==> src/rtl/vga_pkg.sv <==
// ============================================================================
//  Module   : vga_pkg
//  Brief    : 640x480@60 timing and colour constants shared by the VGA
//             controller and the pixel generator.
//  Revision : 1.0 - initial release
// ============================================================================
`default_nettype none

package vga_pkg;

    typedef logic [11:0] rgb444_t;
    typedef logic [9:0]  coord_t;

    // Horizontal timing, in pixel clocks
    localparam coord_t H_SYNC   = 10'd96;
    localparam coord_t H_BACK   = 10'd40;
    localparam coord_t H_LEFT   = 10'd8;
    localparam coord_t H_VALID  = 10'd640;
    localparam coord_t H_RIGHT  = 10'd8;
    localparam coord_t H_FRONT  = 10'd8;
    localparam coord_t H_TOTAL  = 10'd800;

    // Vertical timing, in lines
    localparam coord_t V_SYNC   = 10'd2;
    localparam coord_t V_BACK   = 10'd25;
    localparam coord_t V_TOP    = 10'd8;
    localparam coord_t V_VALID  = 10'd480;
    localparam coord_t V_BOTTOM = 10'd8;
    localparam coord_t V_FRONT  = 10'd2;
    localparam coord_t V_TOTAL  = 10'd525;

    // Active window edges derived from the timing above
    localparam coord_t H_ACT_START = H_SYNC + H_BACK + H_LEFT;
    localparam coord_t H_ACT_END   = H_ACT_START + H_VALID;
    localparam coord_t H_REQ_START = H_ACT_START - 10'd1;
    localparam coord_t H_REQ_END   = H_ACT_END - 10'd1;
    localparam coord_t V_ACT_START = V_SYNC + V_BACK + V_TOP;
    localparam coord_t V_ACT_END   = V_ACT_START + V_VALID;

    localparam coord_t  NO_REQ    = 10'h3FF;

    localparam rgb444_t RGB_BLACK = 12'h000;
    localparam rgb444_t RGB_WHITE = 12'hFFF;
    localparam rgb444_t RGB_RED   = 12'hF00;
    localparam rgb444_t RGB_GREEN = 12'h0F0;
    localparam rgb444_t RGB_BLUE  = 12'h00F;

endpackage

`default_nettype wire

==> src/rtl/vga_ctrl.sv <==
// ============================================================================
//  Module   : vga_ctrl
//  Brief    : 640x480@60 VGA timing generator: H/V counters, sync decode,
//             pixel request one cycle ahead of the active window.
//             Optional frame counter when VGA_CTRL_FRAME_CNT_EN is defined.
//  Revision : 1.0 - initial release
// ============================================================================
`default_nettype none

module vga_ctrl
    import vga_pkg::*;
(
    input  logic        vga_clk,
    input  logic        sys_rst_n,
    input  logic [11:0] pix_data,
    output logic [9:0]  pix_x,
    output logic [9:0]  pix_y,
    output logic        hsync,
    output logic        vsync,
    output logic [11:0] rgb
`ifdef VGA_CTRL_FRAME_CNT_EN
    ,
    output logic [7:0]  frame_cnt
`endif
);

    logic [9:0] r_cnt_h;
    logic [9:0] r_cnt_v;
    logic       w_h_end;
    logic       w_v_end;
    logic       w_rgb_valid;
    logic       w_pix_req;

    assign w_h_end = (r_cnt_h == H_TOTAL - 10'd1);
    assign w_v_end = (r_cnt_v == V_TOTAL - 10'd1);

    always_ff @(posedge vga_clk or negedge sys_rst_n) begin
        if (!sys_rst_n) begin
            r_cnt_h <= '0;
        end else if (w_h_end) begin
            r_cnt_h <= '0;
        end else begin
            r_cnt_h <= r_cnt_h + 10'd1;
        end
    end

    always_ff @(posedge vga_clk or negedge sys_rst_n) begin
        if (!sys_rst_n) begin
            r_cnt_v <= '0;
        end else if (w_h_end) begin
            if (w_v_end) begin
                r_cnt_v <= '0;
            end else begin
                r_cnt_v <= r_cnt_v + 10'd1;
            end
        end
    end

    assign hsync = (r_cnt_h < H_SYNC);
    assign vsync = (r_cnt_v < V_SYNC);

    assign w_rgb_valid = (r_cnt_h >= H_ACT_START) && (r_cnt_h < H_ACT_END) &&
                         (r_cnt_v >= V_ACT_START) && (r_cnt_v < V_ACT_END);

    // Request leads the visible window by one clock to absorb the
    // pixel generator's registered latency.
    assign w_pix_req   = (r_cnt_h >= H_REQ_START) && (r_cnt_h < H_REQ_END) &&
                         (r_cnt_v >= V_ACT_START) && (r_cnt_v < V_ACT_END);

    assign pix_x = w_pix_req ? (r_cnt_h - H_REQ_START) : NO_REQ;
    assign pix_y = w_pix_req ? (r_cnt_v - V_ACT_START) : NO_REQ;

    assign rgb   = w_rgb_valid ? pix_data : RGB_BLACK;

`ifdef VGA_CTRL_FRAME_CNT_EN
    logic [7:0] r_frame_cnt;

    always_ff @(posedge vga_clk or negedge sys_rst_n) begin
        if (!sys_rst_n) begin
            r_frame_cnt <= '0;
        end else if (w_h_end && w_v_end) begin
            r_frame_cnt <= r_frame_cnt + 8'd1;
        end
    end

    assign frame_cnt = r_frame_cnt;
`endif

endmodule

`default_nettype wire
==> config.mk <==
export PLATFORM = sky130hd
export DESIGN_NAME = vga_ctrl
export DESIGN_NICKNAME = d
export VERILOG_FILES = /design/src/rtl/vga_pkg.sv /design/src/rtl/vga_ctrl.sv
export SDC_FILE = /design/constraint.sdc
export NUM_CORES = 1
export LEC_CHECK = 0
export BUFFER_PORTS_ARGS = -buffer_cell sky130_fd_sc_hd__buf_2
export CORE_MARGIN = 2
export CORE_UTILIZATION = 30
export CTS_CLUSTER_SIZE = 14
export DETAILED_ROUTE_END_ITERATION = 16
export HOLD_SLACK_MARGIN = 0.08
export PLACE_DENSITY = 0.61
export SYNTH_ARGS = -nofsm -noshare
export SYNTH_HDL_FRONTEND = slang
export SYNTH_SLANG_ARGS = --single-unit
==> constraint.sdc <==
create_clock -name vga_clk -period 3.9 [get_ports vga_clk]
set_clock_uncertainty 0.15 [all_clocks]
set_input_delay 0.195 -clock vga_clk [delete_from_list [all_inputs] [get_ports vga_clk]]
set_output_delay 0.195 -clock vga_clk [all_outputs]
set_load 0.02 [all_outputs]
==> results by stage <==
Clock network:
- In this run, post-CTS repair resized a total of 0 instances.
- The cell chosen for the clock root is sky130_fd_sc_hd__clkbuf_8.
- The number of setup buffers added after CTS is 0.
- TritonCTS built the clock tree.
- The latest clock arrival within the worst-skew pair is 0.26 ns.
- The clock edge transition at the registers on the reported setup and hold paths is 0.08 ns.
- The number of hold-repair buffers added at the cts stage is 1.
- The number of levels in the clock H-tree is 1.
- The longest clock path from root to sink contains 2 buffers.
- The number of clock buffers added by TritonCTS is 3.
- The CTS sink count is 20.

Floorplan:
- The number of top-level pins is 48.
- The core region is 5110 sq um.
- The die boundary width is 76.9 microns.
- Once the floorplan was initialized, standard cells occupied 31.2% of the core.
- The number of core rows is 26.
- Measured along the y axis, the die boundary spans 76.9 microns.
- The die covers 5910 sq um.

STA:
- The final critical path time including I/O delays and setup is 3.06 ns.
- The worst-case headroom to the max-slew limit is 51.7%.
- Timing would allow up to 326 MHz.
- Setup repair after global routing left no endpoint under its margin.
- The aggregate negative setup slack is 0 ns.
- At the pin with the least slew margin, the transition time is 0.715 ns.
- The portion of the clock cycle consumed by the worst path in the final layout is 78.6%.
- The number of failing hold endpoints at the final stage is 0.
- The final count of negative-setup-slack endpoints is 0.
- The number of pins exceeding their max-slew limit in the final report is 0.

Routing:
- The per-cell routed wire length is 12.7 microns.
- For this block, the initial DRC count from the detailed router was 99.
- The count of nets left with antenna violations once routing finished came out at 0.
- For this block, the routed nets add up to 3.74 mm of wire.
- The detail-routed via count per cell is 5.04.
- The residual DRC count is 0.
- The number of vias in the routed layout is 1,488.
- The pre-antenna-repair detailed-routing pass consisted of 4 iterations.

Synthesis:
- The cell count after synthesis came out at 192.
- The number of enable flip-flop cells after synthesis is 0.
- The post-synth net total is 210.
- For this run, the register share of the synthesized area comes to 31.4%.
- The number of distinct library cells after synthesis is 45.
- The dominant register cell in the synthesized netlist is sky130_fd_sc_hd__dfrtp_1.
- For this run, the number of Yosys warnings is 0.
- Summing every instance area after synthesis gives 1590 sq um.
- The average cell area after synthesis is 8.30 sq um.
- In the synthesized netlist the async set-or-reset flop fraction comes to 100%.
- Counting flops and latches in the post-synthesis netlist gives 20.

Final layout:
- In the layout the commonest cells are sky130_fd_sc_hd__buf_2 (47), sky130_fd_sc_hd__nand3_1 (26), sky130_fd_sc_hd__dfrtp_1 (20).
- 0 antenna diodes ended up in the layout.
- For this run, the post-layout net count is 245.
- Of the cells placed in the final design, the portion with a size suffix greater than 1 is 25.3%.
- The filler cell count is 543.
- The post-route non-filler standard cell count is 295.
- Leaving out fill and tap cells, the most frequent cell in the layout is sky130_fd_sc_hd__buf_2.
- Once layout is complete, the utilization of the core stands at 36.8%.
- The area growth from synthesis to layout is 17.8%.

Placement:
- In this run the tool buffered the top-level ports with 47 buffer cells.
- The placer's final routability congestion estimate is 0.801.
- After legalization and detailed placement, the total HPWL measured 2.77 mm.
- Counting tap cells, the placed design contains a total of 291 instances.

Power and ir drop:
- The completed layout was analyzed and its total power is 0.356 mW.
- The maximum vdd drop is 0.0000885 V.
- The power per unit of standard cell area is 190 nW/um^2.
- The static leakage power is 0.834 nW.

Global routing:
- The initial antenna violation count is 0.
- The via count of the first global-routing pass is 1,279.
- The aggregate global-route resource usage is 13.0%.
- Entering global routing, the biggest net connects 21 pins.
- The wire length of the first global-routing pass is 6.30 mm.
- Global routing finished with a remaining overflow of 0.

Critical path:
- The required arrival time at the worst endpoint is 3.56 ns.
- At the worst endpoint, the arrival time is 2.72 ns.
- In this run the worst path has a maximum fanout of 12.
- The critical path start-end classification is register to primary output.
- STA classifies the critical path startpoint as a register.
- STA classifies the critical path endpoint as a primary output.

Run:
- Max-cap violations in this run came to 0.

Outcome:
- The run finished with clean final reports.

Worst hold path:
- The worst hold path belongs to the class primary input to asynchronous set/reset pin.
[critical path, stage by stage, from the launching register on]
cell	delay, ns
sky130_fd_sc_hd__dfrtp_1	0.46
sky130_fd_sc_hd__ha_1	0.31
sky130_fd_sc_hd__nor4_1	0.32
sky130_fd_sc_hd__nand3_1	0.17
sky130_fd_sc_hd__a22oi_1	0.59
sky130_fd_sc_hd__buf_4	0.30
sky130_fd_sc_hd__nand4b_1	0.13
sky130_fd_sc_hd__buf_2	0.18
[state kept, by name (all words and copies together), names as in the netlist]
register,count
r_cnt_h,10
r_cnt_v,10
[cell usage after synthesis, types with 2 or more instances]
master | instances | share of area [%]
sky130_fd_sc_hd__nand4_1 | 4 | 1.6
sky130_fd_sc_hd__clkbuf_1 | 9 | 2.1
sky130_fd_sc_hd__nor4_1 | 5 | 2.0
sky130_fd_sc_hd__o21ai_0 | 6 | 1.9
sky130_fd_sc_hd__or3_1 | 2 | 0.78
sky130_fd_sc_hd__buf_6 | 2 | 1.4
sky130_fd_sc_hd__a21boi_0 | 2 | 0.94
sky130_fd_sc_hd__a21o_1 | 2 | 0.94
sky130_fd_sc_hd__and2_1 | 14 | 5.5
sky130_fd_sc_hd__inv_1 | 8 | 1.9
sky130_fd_sc_hd__dfrtp_1 | 20 | 31
sky130_fd_sc_hd__and4_1 | 2 | 1.1
sky130_fd_sc_hd__o31ai_1 | 2 | 0.94
sky130_fd_sc_hd__nor2_1 | 7 | 1.6
sky130_fd_sc_hd__nand2_1 | 11 | 2.6
sky130_fd_sc_hd__buf_4 | 2 | 0.94
sky130_fd_sc_hd__nand3_1 | 26 | 8.2
sky130_fd_sc_hd__o211ai_1 | 2 | 0.94
sky130_fd_sc_hd__ha_1 | 4 | 3.1
sky130_fd_sc_hd__buf_2 | 6 | 1.9
sky130_fd_sc_hd__a22oi_1 | 2 | 0.94
sky130_fd_sc_hd__xnor2_1 | 10 | 5.5
sky130_fd_sc_hd__a21oi_1 | 4 | 1.3
sky130_fd_sc_hd__xor2_1 | 9 | 4.9
sky130_fd_sc_hd__nor3_1 | 6 | 1.9
sky130_fd_sc_hd__nand3b_1 | 2 | 0.94
sky130_fd_sc_hd__and3_1 | 3 | 1.2
sky130_fd_sc_hd__mux2i_1 | 3 | 1.9
[cells by family after synthesis]
kind of cell / count (synthesis) / share of synthesized area [%]
adders and majority gates: 4 / 3.14
and+or+nand+nor: 90 / 31.8
AOI/OAI and AO/OA: 27 / 12.2
muxes: 4 / 2.59
buffers and inverters: 28 / 8.48
DFF: 20 / 31.4
xor gates and xnor gates: 19 / 10.4
[area by class of cell]
type,instances,area [sq um],area share (%)
inverters,8,30.0,1.60
repair buffers,50,260,13.9
flip-flops and latches,20,500,26.6
well taps,70,87.6,4.66
clock buffers,3,41.3,2.20
multi-input cells,144,958,51.0
[worst paths after layout]
path                                        startpoint                      to  slack [ns]  cells after the start
worst max-delay path            r_cnt_v[0]$_DFFE_PN0P_                pix_y[4]        0.84                      7
worst min register to register    r_cnt_h[0]$_DFF_PN0_    r_cnt_h[0]$_DFF_PN0_        0.40                      1
worst max register to register  r_cnt_v[6]$_DFFE_PN0P_  r_cnt_v[3]$_DFFE_PN0P_        1.74                      4
min in group vga_clk              r_cnt_h[0]$_DFF_PN0_    r_cnt_h[0]$_DFF_PN0_        0.40                      1
worst min-delay path                         sys_rst_n    r_cnt_h[8]$_DFF_PN0_        0.26                      2
max in group asynchronous                    sys_rst_n  r_cnt_v[1]$_DFFE_PN0P_        3.01                      2
[routing by layer]
layer	vias to the layer above	GRT usage (%)	routed length, microns
met5	-	0	0
met4	0	3.82	44
met3	6	2.35	309
li1	744	-	-
met2	60	18.8	1550
met1	678	19.5	1840
[through the flow]
step	area (sq um)	setup slack [ns]	hold WS, ns
5_1_grt	1880	0.565	0.314
2_1_floorplan	1590	1.66	-0.251
3_5_place_dp	1830	1.13	0.0243
6_report	1880	0.836	0.263
4_1_cts	1880	0.827	0.282
3_3_place_gp	1830	1.19	0.0378
[where the power goes]
| group | leakage [nW] | internal (mW) | switching, mW |
|---|---|---|---|
| registers | 0.265 | 0.207 | 0 |
| logic | 0.547 | 0.00516 | 0.00524 |
| clock network | 0.0216 | 0.0689 | 0.0695 |
| total | 0.834 | 0.281 | 0.0747 |
Note: power is estimated with default switching activity, not from simulation.
